===== src/rtl/mul_sched_pkg.sv =====
// mul_sched_pkg: mode enum, mode-to-pin decode and the pipeline stage control structs.
package mul_sched_pkg;
   typedef enum logic [1:0] {
      MODE_U    = 2'b00,
      MODE_S    = 2'b01,
      MODE_MIX  = 2'b10,
      MODE_RSVD = 2'b11
   } mode_e;
   typedef struct packed {
      logic valid;
      logic sign;
      logic mix;
      logic err;
   } s1_ctl_t;
   typedef struct packed {
      logic valid;
      logic err;
   } s2_ctl_t;
   function automatic logic [1:0] mode_pins(mode_e m);
      return {m == MODE_S, m == MODE_MIX};
   endfunction
endpackage


===== src/rtl/multiplier_msu.sv =====
// multiplier_msu: combinational SIZExSIZE multiply, a/b unsigned, both signed (sign) or a signed b unsigned (mix).
module multiplier_msu #(
   parameter int SIZE = 32
) (
   input  logic [SIZE-1:0]   a,
   input  logic [SIZE-1:0]   b,
   input  logic              sign,
   input  logic              mix,
   output logic [2*SIZE-1:0] y
);
   logic [2*SIZE-1:0] ea, eb;
   always_comb begin
      ea = {{SIZE{(sign | mix) & a[SIZE-1]}}, a};
      eb = {{SIZE{sign & b[SIZE-1]}}, b};
      y  = ea * eb;
   end
endmodule


===== src/rtl/rr_arbiter.sv =====
// rr_arbiter: combinational round-robin pick of the first req at or after ptr; one-hot gnt plus encoded idx.
module rr_arbiter #(
   parameter int N  = 4,
   parameter int IW = $clog2(N)
) (
   input  logic [N-1:0]  req,
   input  logic [IW-1:0] ptr,
   input  logic          en,
   output logic [N-1:0]  gnt,
   output logic [IW-1:0] idx
);
   logic [IW-1:0] c;
   always_comb begin
      gnt = '0;
      idx = '0;
      c   = '0;
      for (int k = N - 1; k >= 0; k--) begin
         c = IW'((int'(ptr) + k) % N);
         if (en && req[c]) begin
            gnt    = '0;
            gnt[c] = 1'b1;
            idx    = c;
         end
      end
   end
endmodule


===== src/rtl/mul_rr_scheduler.sv =====
// mul_rr_scheduler: round-robin shares one multiplier_msu among NREQ valid/ready requesters; S1 operands -> multiplier -> S2 tagged result (rsp_*), busy while either stage is full.
module mul_rr_scheduler
   import mul_sched_pkg::*;
#(
   parameter int SIZE = 32,
   parameter int NREQ = 4,
   parameter int IDW  = $clog2(NREQ)
) (
   input  logic                 clk,
   input  logic                 rst,
   input  logic [NREQ-1:0]      req_valid,
   output logic [NREQ-1:0]      req_ready,
   input  logic [NREQ*SIZE-1:0] req_a,
   input  logic [NREQ*SIZE-1:0] req_b,
   input  logic [2*NREQ-1:0]    req_mode,
   output logic                 rsp_valid,
   input  logic                 rsp_ready,
   output logic [IDW-1:0]       rsp_id,
   output logic [2*SIZE-1:0]    rsp_y,
   output logic                 rsp_err,
   output logic                 busy
);
   s1_ctl_t           s1_q, s1_d;
   s2_ctl_t           s2_q, s2_d;
   logic [SIZE-1:0]   s1_a_q, s1_a_d, s1_b_q, s1_b_d;
   logic [IDW-1:0]    s1_id_q, s1_id_d, s2_id_q, s2_id_d, ptr_q, ptr_d, gidx;
   logic [2*SIZE-1:0] s2_y_q, s2_y_d, mul_y;
   logic [NREQ-1:0]   gnt;
   logic              adv1, adv2, xfer;
   logic [1:0]        gpins;
   mode_e             gmode;
   logic [SIZE-1:0]   a_arr [NREQ];
   logic [SIZE-1:0]   b_arr [NREQ];
   mode_e             m_arr [NREQ];
   for (genvar r = 0; r < NREQ; r++) begin : g_unpack
      assign a_arr[r] = req_a[r*SIZE +: SIZE];
      assign b_arr[r] = req_b[r*SIZE +: SIZE];
      assign m_arr[r] = mode_e'(req_mode[2*r +: 2]);
   end
   assign adv2      = ~s2_q.valid | rsp_ready;
   assign adv1      = ~s1_q.valid | adv2;
   assign xfer      = |gnt;
   assign req_ready = gnt;
   rr_arbiter #(.N(NREQ), .IW(IDW)) u_arb (
      .req (req_valid),
      .ptr (ptr_q),
      .en  (adv1 & ~rst),
      .gnt (gnt),
      .idx (gidx)
   );
   multiplier_msu #(.SIZE(SIZE)) u_mul (
      .a    (s1_a_q),
      .b    (s1_b_q),
      .sign (s1_q.sign),
      .mix  (s1_q.mix),
      .y    (mul_y)
   );
   always_comb begin
      gmode   = m_arr[gidx];
      gpins   = mode_pins(gmode);
      s1_d    = xfer ? s1_ctl_t'{valid: 1'b1, sign: gpins[1], mix: gpins[0], err: gmode == MODE_RSVD}
                     : s1_ctl_t'{valid: s1_q.valid & ~adv1, sign: s1_q.sign, mix: s1_q.mix, err: s1_q.err};
      s1_a_d  = xfer ? a_arr[gidx] : s1_a_q;
      s1_b_d  = xfer ? b_arr[gidx] : s1_b_q;
      s1_id_d = xfer ? gidx : s1_id_q;
      s2_d    = adv2 ? s2_ctl_t'{valid: s1_q.valid, err: s1_q.valid ? s1_q.err : s2_q.err} : s2_q;
      s2_y_d  = adv2 && s1_q.valid ? (s1_q.err ? '0 : mul_y) : s2_y_q;
      s2_id_d = adv2 && s1_q.valid ? s1_id_q : s2_id_q;
      ptr_d   = xfer ? (gidx == IDW'(NREQ - 1) ? '0 : gidx + 1'b1) : ptr_q;
   end
   always_ff @(posedge clk) begin
      if (rst) begin
         s1_q    <= '0;
         s2_q    <= '0;
         s1_a_q  <= '0;
         s1_b_q  <= '0;
         s1_id_q <= '0;
         s2_id_q <= '0;
         s2_y_q  <= '0;
         ptr_q   <= '0;
      end else begin
         s1_q    <= s1_d;
         s2_q    <= s2_d;
         s1_a_q  <= s1_a_d;
         s1_b_q  <= s1_b_d;
         s1_id_q <= s1_id_d;
         s2_id_q <= s2_id_d;
         s2_y_q  <= s2_y_d;
         ptr_q   <= ptr_d;
      end
   end
   assign rsp_valid = s2_q.valid;
   assign rsp_err   = s2_q.err;
   assign rsp_id    = s2_id_q;
   assign rsp_y     = s2_y_q;
   assign busy      = s1_q.valid | s2_q.valid;
endmodule

===== config.mk =====
export PLATFORM = sky130hd
export DESIGN_NAME = mul_rr_scheduler
export DESIGN_NICKNAME = d
export VERILOG_FILES = /design/src/rtl/mul_sched_pkg.sv /design/src/rtl/multiplier_msu.sv /design/src/rtl/rr_arbiter.sv /design/src/rtl/mul_rr_scheduler.sv
export SDC_FILE = /design/constraint.sdc
export NUM_CORES = 2
export LEC_CHECK = 0
export CELL_PAD_IN_SITES_DETAIL_PLACEMENT = 1
export CELL_PAD_IN_SITES_GLOBAL_PLACEMENT = 2
export CORE_ASPECT_RATIO = 0.5
export CORE_MARGIN = 2
export CORE_UTILIZATION = 37
export DETAILED_ROUTE_END_ITERATION = 8
export GPL_ROUTABILITY_DRIVEN = 0
export GPL_TIMING_DRIVEN = 1
export PLACE_DENSITY_LB_ADDON = 0.3
export SYNTH_ARGS = -nofsm -noshare
export SYNTH_HDL_FRONTEND = slang
export SYNTH_HIERARCHICAL = 1
export SYNTH_SLANG_ARGS = --single-unit

===== constraint.sdc =====
create_clock -name clk -period 19.3 [get_ports clk]
set_input_delay 3.86 -clock clk [delete_from_list [all_inputs] [get_ports clk]]
set_output_delay 3.86 -clock clk [all_outputs]
set_load 0.01 [all_outputs]

==> impl_metrics.env <==
export IMPL_clkSlewWorstSetupHoldPaths_ns=0.06
export IMPL_max_cap_violations=0
export IMPL_hold_viol=0
export IMPL_postCtsSetupRepairBufs=0
export IMPL_port_buffers=343
export IMPL_grt_pass1_vias=39750
export IMPL_grt_pass1_wl_mm=220
export IMPL_dieWidth_um=498
export IMPL_hold_start="s1_b_q[25]"
export IMPL_yosys_area_top_type="fa_1"
export IMPL_syn_area_um2=45100
export IMPL_fmaxAchievable_mhz=93.0
export IMPL_grt_overflow_total=0
export IMPL_grt_start_max_net_pins=75
export IMPL_synth_nets=6532
export IMPL_slew_headroom_pct=22.0
export IMPL_die_h_um=251
export IMPL_via_count=33496
export IMPL_post_synth_top_count_cell="fa_1"
export IMPL_worst_clock_skew_ns=0.0284
export IMPL_clk_latency_ns=0.52
export IMPL_crit_arrival_ns=6.89
export IMPL_multi_input_area_um2=37000
export IMPL_finalSetupTns_ns=0
export IMPL_pre_cts_ws_ns=8.56
export IMPL_drc=0
export IMPL_status="finished clean"
export IMPL_ys_seq_area_share_pct=6.21
export IMPL_ys_ff_latch=140
export IMPL_drive_gt1_share_pct=4.34
export IMPL_crit_path_end_kind="output pin"
export IMPL_antenna_found_initial=4
export IMPL_htree_levels=4
export IMPL_rsz0062_at_grt="false"
export IMPL_synth_commonest_cells="1125 x fa_1, 1102 x inv_1, 884 x nand2_1"
export IMPL_ant_nets=0
export IMPL_ys_types=71
export IMPL_cts_hold_buf=0
export IMPL_rr_worst_depth=30
export IMPL_critPathKind="in2out"
export IMPL_core_um2=121000
export IMPL_cts_sinks=140
export IMPL_synthFlopType="dfxtp_1"
export IMPL_nFillCells=13870
export IMPL_tritoncts="done"
export IMPL_dr_pass1_iters=5
export IMPL_setup_ws_ns=8.55
export IMPL_nets=6653
export IMPL_cts_root_buf="clkbuf_16"
export IMPL_io_pins=344
export IMPL_dp_cells=6628
export IMPL_ff_latch_area_um2=2830
export IMPL_cts_resized=0
export IMPL_worstMarginPinSlew_ns=1.17
export IMPL_dr_first_iter_drc_count=1325
export IMPL_avgSynthCellArea_um2=9.17
export IMPL_hold_path_class="reg2reg"
export IMPL_yosys_top_cells_area="fa_1 50%, inv_1 9.2%, nand2_1 7.4%, dfxtp_1 6.2%, ha_1 6.1%"
export IMPL_clockBufferDepth=2
export IMPL_die_area_um2=125000
export IMPL_rows=90
export IMPL_cp_max_fo=7
export IMPL_cts_buffers=17
export IMPL_period_share_pct=55.7
export IMPL_synth_edff_count=0
export IMPL_routed_wirelength_mm=135
export IMPL_syn2layout_area_growth_pct=11.7
export IMPL_worst_hold_slack_ns=0.455
export IMPL_hpwl_mm=109
export IMPL_syn_instance_count=4916
export IMPL_whs_path_depth=2
export IMPL_netlist_area_leader_share_pct=49.9
export IMPL_track_usage_pct=22.7
export IMPL_async_reset_ff_share_pct=0
export IMPL_critPathRequiredTime_ns=15.44
export IMPL_r2r_start="s1_a_q[31]"
export IMPL_ys_warnings_count=6
export IMPL_setup_viol=0
export IMPL_finalNonFillerCells=6660
export IMPL_worst_setup_path_start_kind="input pin"
export IMPL_startpoint="rsp_ready"
export IMPL_period_needed_ns=10.75
export IMPL_initial_utilization_pct=37.4
export IMPL_slew_viol_final=0
export IMPL_routed_via_density=5.03
export IMPL_wl_per_cell_um=20.3
## state kept, by name, summed over array words and instances, names as in the netlist
signal,flops
rsp_y,64
s1_a_q,32
s1_b_q,32
s1_q,4
ptr_q,2
rsp_id,2
s1_id_q,2
rsp_err,1
rsp_valid,1
## metal layers
| metal | wire length [µm] | vias up | track usage, % |
|---|---|---|---|
| met5 | 0 | - | 0 |
| met4 | 4580 | 0 | 7.63 |
| met3 | 2940 | 185 | 2.20 |
| met2 | 72700 | 456 | 42.5 |
| met1 | 54800 | 18102 | 27.3 |
| li1 | - | 14753 | - |
## metrics by stage
stage          util, %  area (µm²)
2_1_floorplan        -       45100
3_3_place_gp      41.3       49800
3_5_place_dp      41.3       49800
4_1_cts           41.7       50400
5_1_grt           41.7       50400
6_report          41.7       50400
## worst max-delay path, cell delays in order
cell	delay, ns
clkdlybuf4s50_1	0.47
and2b_2	0.29
a21oi_1	0.54
nand2_1	0.25
a211oi_2	0.31
o21ai_0	0.16
a31oi_1	0.39
clkdlybuf4s50_1	0.61
## cell families (layout without fill, tap and decap cells)
group | count (synthesis) | in the layout | share of synthesized area (%)
AND/OR/NAND/NOR | 1463 | 1463 | 15.5
AO/OA/AOI/OAI | 409 | 409 | 5.28
flip-flops | 140 | 140 | 6.21
buffers and inverters | 1406 | 1539 | 11.9
other | 0 | 1 | 0
adder cells (fa/ha/maj) | 1345 | 1345 | 56.0
multiplexers | 75 | 75 | 3.56
XOR/XNOR | 78 | 78 | 1.51
## final cells by class
type	count	area share (%)
multi-input combinational	3370	73.4
inverter	1103	8.22
timing repair buffer	405	7.74
sequential	140	5.62
tap	1610	4.00
clock buffer	18	0.852
clock inverter	13	0.186
antenna	1	0.00497
## path summary, 6_finish.rpt
| kind | end | slack [ns] |
|---|---|---|
| worst min-delay path | s1_b_q[25] | 0.46 |
| worst max register to register | rsp_y[63] | 9.30 |
| worst max-delay path | req_ready[1] | 8.55 |
| worst min register to register | s1_b_q[25] | 0.46 |
## placed cells by master, fill, tap and decap left out, types with 55 or more instances in the layout
cell / count
fa_1: 1125
inv_1: 1102
nand2_1: 884
and2_1: 365
clkdlybuf4s50_1: 342
ha_1: 220
a21oi_1: 197
dfxtp_1: 120
o21ai_0: 97
mux4_2: 68
nand4b_1: 65
nor2_1: 63
buf_4: 63
xnor2_1: 55
Power is left out: the tool's default activity adds up to more than one toggle a clock period on the data nets, which glitch-free logic cannot reach.
